[src/rtl/des_counter_pkg.sv]
// Shared definitions for the DES key-search message counters.
//   state_t       : run-control FSM encoding (IDLE/RUN/DONE)
//   DEFAULT_LANES : lane count shared with the top-level array of DES cores
package des_counter_pkg;

    typedef enum logic [1:0] {
        IDLE = 2'd0,
        RUN  = 2'd1,
        DONE = 2'd2
    } state_t;

    localparam int DEFAULT_LANES = 4;

endpackage

[src/rtl/multi_lane_message_counter.sv]
// Multi-lane message counter. Each beat presents LANES consecutive values
// (base+0 .. base+LANES-1) and then advances base by LANES. A run can be
// bounded to num_beats beats or left unbounded (num_beats == 0). Runs can be
// stopped early with abort.
//
// Ports:
//   clk, rst      : clock; synchronous active-high reset
//   start         : begin a run (only looked at in IDLE)
//   abort         : end a run without a done pulse (only looked at in RUN)
//   message_seed  : first counter value, captured on start
//   num_beats     : beats to emit, captured on start; 0 = unbounded
//   out_ready     : consumer takes the current beat
//   counters      : lane i at counters[i*WIDTH +: WIDTH]
//   valid, last   : beat valid / final beat of a bounded run
//   done          : one-cycle pulse after the final beat is taken
//   busy          : high in RUN and DONE
module multi_lane_message_counter
    import des_counter_pkg::*;
#(
    parameter int WIDTH = 64,
    parameter int LANES = DEFAULT_LANES,
    parameter int CNT_W = 32
) (
    input  logic                     clk,
    input  logic                     rst,
    input  logic                     start,
    input  logic                     abort,
    input  logic [WIDTH-1:0]         message_seed,
    input  logic [CNT_W-1:0]         num_beats,
    input  logic                     out_ready,
    output logic [LANES*WIDTH-1:0]   counters,
    output logic                     valid,
    output logic                     last,
    output logic                     done,
    output logic                     busy
);

    // Truncation is intended: LANES == 2^WIDTH steps by 0 modulo 2^WIDTH.
    localparam logic [WIDTH-1:0] STEP = WIDTH'(LANES);

    state_t             state_q, state_d;
    logic [WIDTH-1:0]   base_q;
    logic [CNT_W-1:0]   beats_left_q;
    logic               bounded_q;
    logic               accept;

    // All outputs decode from registered state only.
    assign valid  = (state_q == RUN);
    assign busy   = (state_q == RUN) || (state_q == DONE);
    assign done   = (state_q == DONE);
    // Gated with RUN: an abort can leave beats_left at 1 with bounded set.
    assign last   = valid && bounded_q && (beats_left_q == CNT_W'(1));
    assign accept = valid && out_ready;

    for (genvar i = 0; i < LANES; i++) begin : g_lane
        assign counters[i*WIDTH +: WIDTH] = base_q + WIDTH'(i);
    end

    always_comb begin
        state_d = state_q;
        case (state_q)
            IDLE: if (start) state_d = RUN;
            RUN: begin
                // abort wins over the final-beat transition
                if (abort)               state_d = IDLE;
                else if (accept && last) state_d = DONE;
            end
            DONE:    state_d = IDLE;
            default: state_d = IDLE;
        endcase
    end

    always_ff @(posedge clk) begin
        if (rst) begin
            state_q      <= IDLE;
            base_q       <= '0;
            beats_left_q <= '0;
            bounded_q    <= 1'b0;
        end else begin
            state_q <= state_d;
            if (state_q == IDLE && start) begin
                base_q       <= message_seed;
                beats_left_q <= num_beats;
                bounded_q    <= (num_beats != '0);
            end else if (accept) begin
                // a beat accepted alongside abort still counts as delivered
                base_q <= base_q + STEP;
                if (bounded_q) beats_left_q <= beats_left_q - CNT_W'(1);
            end
        end
    end

endmodule

[config.mk]
export PLATFORM = sky130hd
export DESIGN_NAME = multi_lane_message_counter
export DESIGN_NICKNAME = d
export VERILOG_FILES = /design/src/rtl/des_counter_pkg.sv /design/src/rtl/multi_lane_message_counter.sv
export SDC_FILE = /design/constraint.sdc
export NUM_CORES = 1
export LEC_CHECK = 0
export CELL_PAD_IN_SITES_DETAIL_PLACEMENT = 2
export CELL_PAD_IN_SITES_GLOBAL_PLACEMENT = 2
export CORE_AREA = 3 3 201 203
export CTS_CLUSTER_SIZE = 30
export DETAILED_ROUTE_END_ITERATION = 10
export DIE_AREA = 0 0 204 206
export PLACE_DENSITY_LB_ADDON = 0.1
export SLEW_MARGIN = 25
export SYNTH_ARGS = -nofsm -noshare
export SYNTH_HDL_FRONTEND = slang
export SYNTH_SLANG_ARGS = --single-unit
[constraint.sdc]
create_clock -name clk -period 3.62 [get_ports clk]
set_input_delay 0.724 -clock clk [delete_from_list [all_inputs] [get_ports clk]]
set_output_delay 0.724 -clock clk [all_outputs]
set_load 0.01 [all_outputs]
==> Flow_metrics.wiki <==
{| class="wikitable"
! Metric !! Value
|-
| Clock Path Buffers || 2
|-
| Crit Path Class || register to output pin
|-
| Largest fanout on the critical path || 6
|-
| Pin count of the biggest net entering global routing || 52
|-
| Number of warnings issued by yosys || 0
|-
| Average routed wire per standard cell || between 20 and 30 um
|-
| Number of hold violations in the final report || 0
|-
| Worst setup SP type || register
|-
| Average instance area after synthesis || 7.28 um^2
|-
| DIE WIDTH || 204 um
|-
| Area growth from synthesis to layout || 67.2%
|-
| Clock latency of the later-clocked register in the worst-skew pair || about 0.38 ns
|-
| Standard-cell rows || 72
|-
| Required time worst endpoint || 2.90 ns
|-
| Initial standard-cell utilization of the core || 0.239
|-
| Total count of max-transition violations in the final report || 0
|-
| Total overflow reported by the global router || 0
|-
| Port Buf Inserts || 360
|-
| Transition time of the tightest slew-check pin || 0.951 ns
|-
| Last weighted congestion value of the routability-driven placer || 0.863
|-
| Path category of the worst min-delay check || register to register
|-
| Via count of the first global-routing pass || 12568
|-
| Met2 Track Usage GR || 0.450
|-
| DR iter-0 viols || between 600 and 700
|-
| CTS Root Buffer Type || clkbuf_16
|-
| Kind of end point of the critical path || output pin
|-
| Area post-placement || around 14000 um^2
|-
| TritonCTS clock tree || yes
|-
| Total GRT Usage || 0.262
|-
| VDD IR-drop max || 0.232 mV
|-
| Final net count || 1818
|-
| Number of remaining DRC errors || 0
|-
| Worst rel slew slack || 0.365
|-
| Max-cap check violation count || 0
|-
| Signal arrival time at the worst endpoint || 2.89 ns
|-
| Static leakage || 0.00651 uW
|-
| Sequential fraction of the synthesis area || 0.215
|-
| Busiest metal layer after global routing || met2
|-
| Half-perimeter wire length after placement || 45.6 mm
|-
| Fmax || about 280 MHz
|-
| Run status || complete, no violations
|-
| Total Die Area || 42000 um^2
|-
| Vias || 11606
|-
| Smallest hold slack || 0.533 ns
|-
| Met3 track demand over resource || 0.0476
|-
| Ys flop type || dfxtp_1
|-
| Number of distinct library cells after synthesis || between 50 and 60
|-
| Count of flip-flops with a built-in enable after synthesis || 0
|-
| Met1 GRT Util || 0.330
|-
| # IOs || 361
|-
| Unrepaired setup endpoints after global routing || true
|-
| Post-Layout Inst Area || 15400 um^2
|-
| First-pass GRT wire length || 82.9 mm
|-
| Placeable core region || 38600 um^2
|-
| Post-CTS clock slew at the launch and capture registers of the worst setup and hold paths || 0.09 ns
|-
| Post-route clock skew || 0.0152 ns
|-
| Yosys reg bits || 99
|-
| Synth Cell Area || 9230 um^2
|-
| Length of the first detailed-routing pass in iterations || 4
|-
| FFs w/ async S/R, synth || 0
|-
| Number of setup violations in the final report || 0
|-
| Fill cell total of the finished layout || 4365
|-
| Number of antenna violations at the first check in global routing || 6
|-
| Maximum level of the CTS H-tree || 3
|-
| Minimum clock period || 3.61 ns
|-
| Fraction of layout instances using a drive strength above 1 || 0.201
|-
| Height of the die || 206 um
|-
| Nets in the synthesized netlist || approximately 1400
|-
| Power per unit of standard cell area || 276 nW/um^2
|-
| Clock Sinks || 99
|-
| Vias per cell || a little over 5
|-
| Cells after synthesis || 1269
|-
| Period utilisation layout || 0.998
|-
| Post-detailed-routing wire length || 57.5 mm
|-
| ANT nets after route || 0
|-
| Clock buffer count from CTS || 9
|}
Yosys cell counts (6+ instances only):
master	number	area, um^2
a211oi_1	56	420
a21oi_1	7	35.0
a311oi_1	31	272
and2_1	7	43.8
and3_1	10	62.6
and4_1	16	140
buf_1	8	30.0
buf_2	42	210
buf_4	13	97.6
clkbuf_1	65	244
dfxtp_1	99	1980
ha_1	10	125
inv_1	14	52.6
nand2_1	95	357
nand2b_1	10	62.6
nand3_1	67	335
nand3b_1	8	60.1
nand4_1	58	363
nor2_1	187	702
nor2b_1	6	37.5
nor3_1	57	285
nor4_1	32	200
nor4_2	7	87.6
o21ai_0	20	100
o31ai_1	8	60.1
or2_2	6	37.5
or3_1	26	163
or4_1	22	165
xnor2_1	112	981
xor2_1	126	1100
kinds of logic (layout without fill, tap and decap cells):
logic type      after synthesis  in the layout  share of synthesized area
simple gates                641            642                      0.367
compound gates              139            139                      0.110
buf+inv                     142            584                     0.0687
xor+xnor                    238            238                      0.226
other cells                   0              3                          0
fa+ha+maj                    10             10                     0.0136
flops                        99             99                      0.215
per-layer routing:
layer,routed length [um],part of all wire
met1,24800,0.43
met2,27400,0.48
met3,3430,0.060
met4,1860,0.032
met5,38,0.00066
path summary, 6_finish.rpt:
check	endpoint	startpoint	slack (ns)	cells after the start
worst max register to register	base_q[58]$_SDFFE_PP0P_	base_q[2]$_SDFFE_PP0P_	0.88	11
worst min-delay path	bounded_q$_SDFFE_PP0P_	bounded_q$_SDFFE_PP0P_	0.53	2
worst min register to register	bounded_q$_SDFFE_PP0P_	bounded_q$_SDFFE_PP0P_	0.53	2
worst max-delay path	counters[182]	base_q[37]$_SDFFE_PP0P_	0.007	9
stage by stage:
step	setup TNS (ns)	utilization	total power [uW]	setup WS (ns)	instances
floorplan	0	-	2140	0.592	1269
global placement	0	0.366	3210	0.0927	2179
detailed placement	0	0.366	3250	0.0319	2179
CTS	-0.00545	0.386	4300	-0.00545	2216
global route	-0.492	0.399	4470	-0.136	2233
finish	0	0.399	4260	0.00670	2233
worst max-delay path, cell delays in order, from the launching register on:
cell and delay, ns:
dfxtp_2 0.38, buf_4 0.18, nand4_1 0.20, nor3_2 0.18, buf_4 0.20, nand3_2 0.18, nor4_2 0.30, buf_4 0.15
xor2_1 0.15, clkdlybuf4s50_1 0.57
cell usage in the layout (no fill, tap or decap), types with 7 or more instances in the layout:
cell type	n
a211oi_1	56
a311oi_1	31
and2_1	7
and3_1	8
and4_1	15
buf_4	186
clkbuf_16	9
clkdlybuf4s50_1	279
dfxtp_1	76
dfxtp_2	23
dlygate4sd2_1	24
dlymetal6s2s_1	55
ha_1	8
inv_1	14
nand2_1	83
nand2_2	8
nand2b_1	9
nand3_1	57
nand3_2	9
nand3b_1	8
nand4_1	58
nor2_1	177
nor2_2	8
nor3_1	32
nor3_2	20
nor4_1	20
nor4_2	12
nor4_4	10
o21ai_0	20
o31ai_1	8
or3_1	26
or4_1	20
xnor2_1	110
xor2_1	125
flip-flops by register name, summed over array words and instances (netlist names):
signal	cells
bounded_q	1
beats_left_q	32
state_q	2
base_q	64
area by class of cell:
class                   count  area (um^2)  area share
multi-input cells        1029         7190       0.466
flip-flops and latches     99         2010       0.130
repair buffers            554         5230       0.339
well taps                 518          648      0.0420
diodes                      3         7.51    0.000486
clock inverters             7         70.1     0.00454
inverters                  14         52.6     0.00340
clock buffers               9          225      0.0146
power breakdown:
part,total [uW],internal (uW),switching [uW]
Sequential,1350,1200,147
Combinational,1870,911,960
Clock,1040,488,554
repair_timing:
action / 4_1_cts / 5_1_grt
resized for setup: 101 / 122
hold buffers: 0 / 0
buffers inserted: 21 / 13
cloned: 0 / 1
endpoints found under the hold margin: 0 / 0
setup endpoints to repair: 128 / 92
pin swaps: 18 / 15
(Power assumes the default switching activity.)
